--- src/rtl/song_box_pkg.sv ---
// Shared song-box definitions used by song_reader, note_player and frequency_rom.
// Holds the note, duration, step and phase widths and the playback state type.
package song_box_pkg;

    localparam int NOTE_W  = 6;
    localparam int DUR_W   = 6;
    localparam int STEP_W  = 20;
    localparam int PHASE_W = 22;

    typedef enum logic {
        IDLE    = 1'b0,
        PLAYING = 1'b1
    } play_state_t;

endpackage

--- src/rtl/note_player_frequency_rom.sv ---
// frequency_rom: combinational note-index to phase-increment table.
// Ports:
//   addr - note index (0 = rest)
//   step - phase increment per sample for a 22-bit accumulator at 48 kHz
// Entry n holds round(440 * 2^((n-49)/12) * 2^22 / 48000), so note 49 is A4.
// Entry 0 is silence.
module frequency_rom
    import song_box_pkg::*;
(
    input  logic [NOTE_W-1:0] addr,
    output logic [STEP_W-1:0] step
);

    always_comb begin
        step = '0;
        case (addr)
            6'd0:  step = 20'd0;
            6'd1:  step = 20'd2403;
            6'd2:  step = 20'd2546;
            6'd3:  step = 20'd2697;
            6'd4:  step = 20'd2858;
            6'd5:  step = 20'd3028;
            6'd6:  step = 20'd3208;
            6'd7:  step = 20'd3398;
            6'd8:  step = 20'd3600;
            6'd9:  step = 20'd3815;
            6'd10: step = 20'd4041;
            6'd11: step = 20'd4282;
            6'd12: step = 20'd4536;
            6'd13: step = 20'd4806;
            6'd14: step = 20'd5092;
            6'd15: step = 20'd5395;
            6'd16: step = 20'd5715;
            6'd17: step = 20'd6055;
            6'd18: step = 20'd6415;
            6'd19: step = 20'd6797;
            6'd20: step = 20'd7201;
            6'd21: step = 20'd7629;
            6'd22: step = 20'd8083;
            6'd23: step = 20'd8563;
            6'd24: step = 20'd9072;
            6'd25: step = 20'd9612;
            6'd26: step = 20'd10184;
            6'd27: step = 20'd10789;
            6'd28: step = 20'd11431;
            6'd29: step = 20'd12110;
            6'd30: step = 20'd12830;
            6'd31: step = 20'd13593;
            6'd32: step = 20'd14402;
            6'd33: step = 20'd15258;
            6'd34: step = 20'd16165;
            6'd35: step = 20'd17127;
            6'd36: step = 20'd18145;
            6'd37: step = 20'd19224;
            6'd38: step = 20'd20367;
            6'd39: step = 20'd21578;
            6'd40: step = 20'd22861;
            6'd41: step = 20'd24221;
            6'd42: step = 20'd25661;
            6'd43: step = 20'd27187;
            6'd44: step = 20'd28803;
            6'd45: step = 20'd30516;
            6'd46: step = 20'd32331;
            6'd47: step = 20'd34253;
            6'd48: step = 20'd36290;
            6'd49: step = 20'd38448;
            6'd50: step = 20'd40734;
            6'd51: step = 20'd43156;
            6'd52: step = 20'd45722;
            6'd53: step = 20'd48441;
            6'd54: step = 20'd51322;
            6'd55: step = 20'd54373;
            6'd56: step = 20'd57607;
            6'd57: step = 20'd61032;
            6'd58: step = 20'd64661;
            6'd59: step = 20'd68506;
            6'd60: step = 20'd72580;
            6'd61: step = 20'd76896;
            6'd62: step = 20'd81468;
            6'd63: step = 20'd86312;
            default: step = '0;
        endcase
    end

endmodule

--- src/rtl/note_player.sv ---
// note_player: plays one note at a time from song_reader.
// It counts the note's beats down, advances the phase accumulator on each sample
// tick and reports when the note finishes.
// Ports:
//   clk, reset    - clock and synchronous active-high reset
//   play          - playback enable; low pauses beat counting and phase, output silent
//   note/duration - note index (0 = rest) and length in beats, latched on new_note
//   new_note      - strobe that loads a note and restarts playback
//   beat          - tempo tick
//   sample_tick   - sample-rate strobe
//   note_done     - one-cycle pulse when a note completes
//   busy          - a note is loaded and unfinished
//   step_size     - phase increment of the sounding note, 0 when silent
//   phase         - phase accumulator
//   sample_valid  - pulses in the cycle after each phase update
module note_player
    import song_box_pkg::*;
(
    input  logic               clk,
    input  logic               reset,
    input  logic               play,
    input  logic [NOTE_W-1:0]  note,
    input  logic [DUR_W-1:0]   duration,
    input  logic               new_note,
    input  logic               beat,
    input  logic               sample_tick,
    output logic               note_done,
    output logic               busy,
    output logic [STEP_W-1:0]  step_size,
    output logic [PHASE_W-1:0] phase,
    output logic               sample_valid
);

    play_state_t       state;
    logic [DUR_W-1:0]  remaining;
    logic [NOTE_W-1:0] note_q;
    logic [STEP_W-1:0] rom_step;
    logic              active;
    logic              final_beat;
    logic              advance;

    frequency_rom u_frequency_rom (
        .addr (note_q),
        .step (rom_step)
    );

    // Pausing is PLAYING with play low: everything freezes and the output is silent.
    assign active     = (state == PLAYING) && play;
    assign step_size  = active ? rom_step : '0;
    assign final_beat = active && beat && (remaining == DUR_W'(1));
    // A new note restarts the phase at zero, so a coincident sample tick is dropped.
    assign advance    = active && sample_tick && !new_note;

    always_ff @(posedge clk) begin
        if (reset) begin
            state        <= IDLE;
            remaining    <= '0;
            note_q       <= '0;
            phase        <= '0;
            note_done    <= 1'b0;
            busy         <= 1'b0;
            sample_valid <= 1'b0;
        end else begin
            note_done    <= 1'b0;
            sample_valid <= advance;

            if (advance) begin
                phase <= phase + PHASE_W'(step_size);
            end

            if (new_note) begin
                note_q    <= note;
                remaining <= duration;
                phase     <= '0;
                if (duration == '0) begin
                    // Zero-length note completes immediately without ever playing.
                    state     <= IDLE;
                    busy      <= 1'b0;
                    note_done <= 1'b1;
                end else begin
                    // An abandoned note is silent unless this cycle also held its last beat.
                    state     <= PLAYING;
                    busy      <= 1'b1;
                    note_done <= final_beat;
                end
            end else if (active && beat) begin
                remaining <= remaining - DUR_W'(1);
                if (final_beat) begin
                    state     <= IDLE;
                    busy      <= 1'b0;
                    note_done <= 1'b1;
                end
            end
        end
    end

endmodule

--- config.mk ---
export PLATFORM = sky130hd
export DESIGN_NAME = note_player
export DESIGN_NICKNAME = d
export VERILOG_FILES = /design/src/rtl/song_box_pkg.sv /design/src/rtl/note_player_frequency_rom.sv /design/src/rtl/note_player.sv
export SDC_FILE = /design/constraint.sdc
export NUM_CORES = 1
export LEC_CHECK = 0
export ABC_AREA = 1
export CAP_MARGIN = 20
export CORE_UTILIZATION = 61
export DETAILED_ROUTE_END_ITERATION = 8
export PLACE_DENSITY = 0.93
export SLEW_MARGIN = 15
export SYNTH_ARGS = -nofsm -noshare
export SYNTH_HDL_FRONTEND = slang
export SYNTH_SLANG_ARGS = --single-unit
--- constraint.sdc ---
create_clock -name clk -period 4 [get_ports clk]
set_input_delay 0.8 -clock clk [delete_from_list [all_inputs] [get_ports clk]]
set_output_delay 0.8 -clock clk [all_outputs]
set_load 0.005 [all_outputs]
Word-level counts from Yosys, hierarchy flattened. Memory sizes are Yosys's and may differ from the RTL's. A register that Yosys moved wholly into a read port is not among the register bits. Index checks and enable logic that the tools add are counted. W data, S select, Z words.

Register bits after elaboration: 37. Memories: 1. Bits of input ports: 18. Word-level logic and storage cells: 34. ROM bits: 1088.

Memory list: (name not given) (depth 64, bits a word 17, read ports 1, clocked after Yosys merged registers in 1, write ports 0, line note_player_frequency_rom.sv:16) `case (addr)`.

Eq/ne operators: 1. Muxes and demuxes: 13. Reduce and logical (&&, ||, !) cells: 11. Add/sub/neg operators: 2.

Operators with widths (count): $mux W6 (4); $add A22 B20 Y22 (1); $mux W20 (1); $mux W1 (8); $eq A6 B1 Y1 const B (1); $logic_not A6 Y1 (1); $sub A6 B1 Y6 const B (1); $logic_and A1 B1 Y1 (5); $reduce_bool A2 Y1 (2); $reduce_and A2 Y1 (1); $reduce_or A2 Y1 (1); $logic_not A1 Y1 (1).

Longest topological paths before layout.
Depth after elaboration: 6. Mapped depth: 16. Gate-level depth less buffers: 16.

Cells and area by module. Synthesis repeated with hierarchy kept, for this count alone.

Cells, all modules: 821. Area total of the unflattened synthesis: 4509.3 µm².

By module, submodules not included: note_player (times used 1, area each 3051.7 µm², cells an instance 509); frequency_rom (times used 1, area each 1457.6 µm², cells an instance 312).

Worst setup path before layout. No wires, ideal clock.

Path kind: input-to-reg. Start point: input play. End point: register phase[17]. Arrival: 2.475 ns. Setup time: 0.115 ns. Cell stages on the path: 12. Buffers on the path: 1. Setup slack: 1.410 ns. Cells stage by stage: nand2_1 > clkbuf_1 > nor2_1 > ha_1 > nand2_1 > inv_1 > a21oi_1 > nand3_1 > nand2_1 > nand2_1 > a21oi_1 > nor2_1.

Longest elaborated chain between the ends: 3. Elaborated cells between the ends (all ways): 5. Those cells by class: 1 x add/sub; 1 x mux; 3 x reduce/logical.

RTL lines: from (decl) (line note_player.sv:21) `input logic play,`; $logic_and A1 B1 Y1 (line note_player.sv:48) `assign active = (state == PLAYING) && play;`; $mux W20 (line note_player.sv:49) `assign step_size = active ? rom_step : '0;`; named net step_size[7] (line note_player.sv:29) `output logic [STEP_W-1:0] step_size,`; $add A22 B20 Y22 (line note_player.sv:68) `phase <= phase + PHASE_W'(step_size);`; to (signal assigned) (line note_player.sv:68); to (decl) (line note_player.sv:30) `output logic [PHASE_W-1:0] phase,`.

The timed path passes the listed nets, and every way through them passes these cells. A chain may end at the register's enable or synchronous reset.

Worst setup path in the final report.
Start point: input play. End point: output step_size[1].

Longest elaborated chain between the ends: 2.

RTL lines (line): $logic_and A1 B1 Y1 (note_player.sv:48); $mux W20 (note_player.sv:49); to (decl) (note_player.sv:29).

No other way between the ends.

==> results.tsv <==
metric	value	unit
run status	complete, no violations	
first-pass GRT wire length	23850	um
Leak	0.002719	uW
CTS tree	done	
CTS Sinks	54	
Initial Utilization	63.42	%
final cell count without fillers	936	
VDD IR-drop max	0.1703	mV
placed cells	929	
R2R depth	15	
Power, Total	1243	uW
synthesized instance count	786	
pwr/cell area	233.4	nW/um^2
cts repair resizes	0	
largest net degree at the start of global routing	23	
internal reg-to-reg setup slack	1.32	ns
register bit count reported by yosys	54	
Post-synth top flop	dfxtp_1	
Slowest cell on crit path	clkdlybuf4s50_1	
CP delay by family, top	buffers and inverters	
Final Wtd Congestion	1.035	
I/O pin count	63	
Post-Layout Inst Area	5325	sq um
Port Buffers	59	
Tightest Pin Transition	0.7575	ns
antenna violations before repair	0	
Via Count	5478	
fraction of layout cells with a size suffix above 1	4.540	%
relative slew slack	49.45	%
root buffer cell	clkbuf_8	
Seq/Total Area, Yosys	23.38	%
Arrival @ worst endpoint	2.62	ns
Final ANT Viol Nets	0	
crit path launch	play	
CTS max path bufs	2	
Residual DRC	0	
final period utilization	85.54	%
RSZ-0062 raised after global routing	no	
worst skew pair latency	0.31	ns
number of synthesized flops with an enable pin	0	
number of global-route vias before repair	5165	
TNS Setup	0	ns
Hold Path Class	register to register	
asr flop ratio synth	0	%
drt via density	5.853	
CTS Buf Count	5	
Iter 0 DRT Violations	455	
commonest non-fill, non-tap cells in the layout	nand2_1, nor2_1, inv_1, nand3_1, clkdlybuf4s50_1	
commonest non-fill, non-tap cell in the layout	nand2_1	
Hold Buf Count CTS	0	
CP Depth	6	
row count	31	
Worst EP required	3.20	ns
H-Tree Depth	2	
Critical Path, Cell by Cell	clkdlybuf4s50_1, nand2_1, inv_1, nand2_1, inv_1, clkdlybuf4s50_1	
Worst Setup EP	step_size[1]	
Max stage delay on crit path	0.51	ns
Area growth, synth to finish	15.15	%
DP Area	5245	sq um
antenna cells	0	
Clock Skew	0.01156	ns
worst r2r dst	phase[16]$_SDFFE_PP0P_	
Final min period	3.421	ns
clock-pin slew on the worst setup and hold paths	0.09	ns
final setup fails	0	
max cap viols	0	
CP Class	primary input to output pin	
Synth Area per Inst	5.884	sq um
routed length per placed instance	15.68	um
Hold Fails Final Rpt	0	
final core occ	73.03	%
Die Ht	89.07	um
NumNets Final	886	
CP Buf/Inv Count	4	
CORE AREA	7292	sq um
setup bufs post-CTS	0	
GRT Util Overall	38.79	%
Die Wd	89.07	um
crit start category	primary input	
CP max FO	17	
Pins Over Slew Limit	0	
mapped cell area	4624	sq um
synth warn	0	
Fmax	292.3	MHz
Die ar.	7933	sq um
Worst Setup End Kind	output pin	
RR Startpoint	state$_SDFFE_PP0P_	
DP Wirelength	11210	um
count of unique library cells instantiated by Yosys	40	
gr ovfl total	0	
drt pass-1 iters	7	
WL final	14670	um
worst min path at each step:
stage	slack, ns	from	end	cells past startpoint
after floorplan	0.44	remaining[1]$_SDFFE_PP0P_	remaining[1]$_SDFFE_PP0P_	2
after global placement	0.45	remaining[1]$_SDFFE_PP0P_	remaining[1]$_SDFFE_PP0P_	2
after detailed placement	0.48	note_q[1]$_SDFFE_PP0P_	note_q[1]$_SDFFE_PP0P_	2
after CTS	0.51	note_q[1]$_SDFFE_PP0P_	note_q[1]$_SDFFE_PP0P_	2
after global routing	0.54	remaining[0]$_SDFFE_PP0P_	remaining[0]$_SDFFE_PP0P_	2
final	0.51	note_q[1]$_SDFFE_PP0P_	note_q[1]$_SDFFE_PP0P_	2
worst register-to-register path, cell delays in order (launching register included):
cell,delay (ns)
dfxtp_1,0.37
nand2_1,0.33
nor2_1,0.27
ha_1,0.23
inv_1,0.07
fa_1,0.39
inv_1,0.10
nand3_1,0.08
nand3_1,0.16
nand2_1,0.07
nand2_1,0.11
nand2_1,0.09
nand3_1,0.09
nand3_1,0.08
nand2_1,0.10
inv_1,0.04
power breakdown:
part	total (uW)	leakage, uW	internal [uW]	switching, uW
clock network	296	0.0000373	121	176
logic	357	0.00224	124	233
registers	590	0.000443	574	15.5
through the flow:
stage                     worst slack [ns]  hold WS (ns)
after floorplan                      1.410        0.4436
after CTS                           0.5851        0.5059
final                               0.5786        0.5114
after global routing                0.4447        0.5447
after detailed placement            0.5037        0.4808
after global placement              0.5277        0.4522
registers in the layout (all words and copies together) (netlist names):
signal,count
remaining,6
note_q,6
state,1
u_frequency_rom.step,17
sample_valid,1
note_done,1
phase,22
cell families after synthesis:
logic type	Yosys count	share of synthesized area [%]
AO/OA/AOI/OAI	109	12.77
adder cells (fa/ha/maj)	31	8.550
AND/OR/NAND/NOR	457	42.10
flip-flops	54	23.38
other	1	0.08109
buffers and inverters	126	11.61
XOR/XNOR	8	1.515
cell usage after synthesis, drive strengths merged (7+ instances only):
library cell	count	share of area (%)
inv	104	8.6
a21oi	46	5.2
nand2	269	23
nor3	15	1.8
nor2	103	9.1
xor2	7	1.3
buf	16	2.5
nand3	62	6.8
ha	30	8.1
dfxtp	54	23
o21ai	48	5.2
layer usage:
metal | track usage [%] | routed length, um | vias to the layer above
met5 | 0 | 0 | -
met4 | 25.97 | 792 | 0
met3 | 6.833 | 1302 | 99
met2 | 67.20 | 7077 | 372
met1 | 43.73 | 5501 | 2422
li1 | - | - | 2585
area by class of cell:
class	instances	area (sq um)
multi-input combinational	608	3014
fill	645	1967
sequential	54	1081
timing repair buffer	64	628.1
inverter	104	397.9
tap	99	123.9
clock buffer	6	72.57
clock inverter	1	7.507
Power figures use the tool's default switching activity.
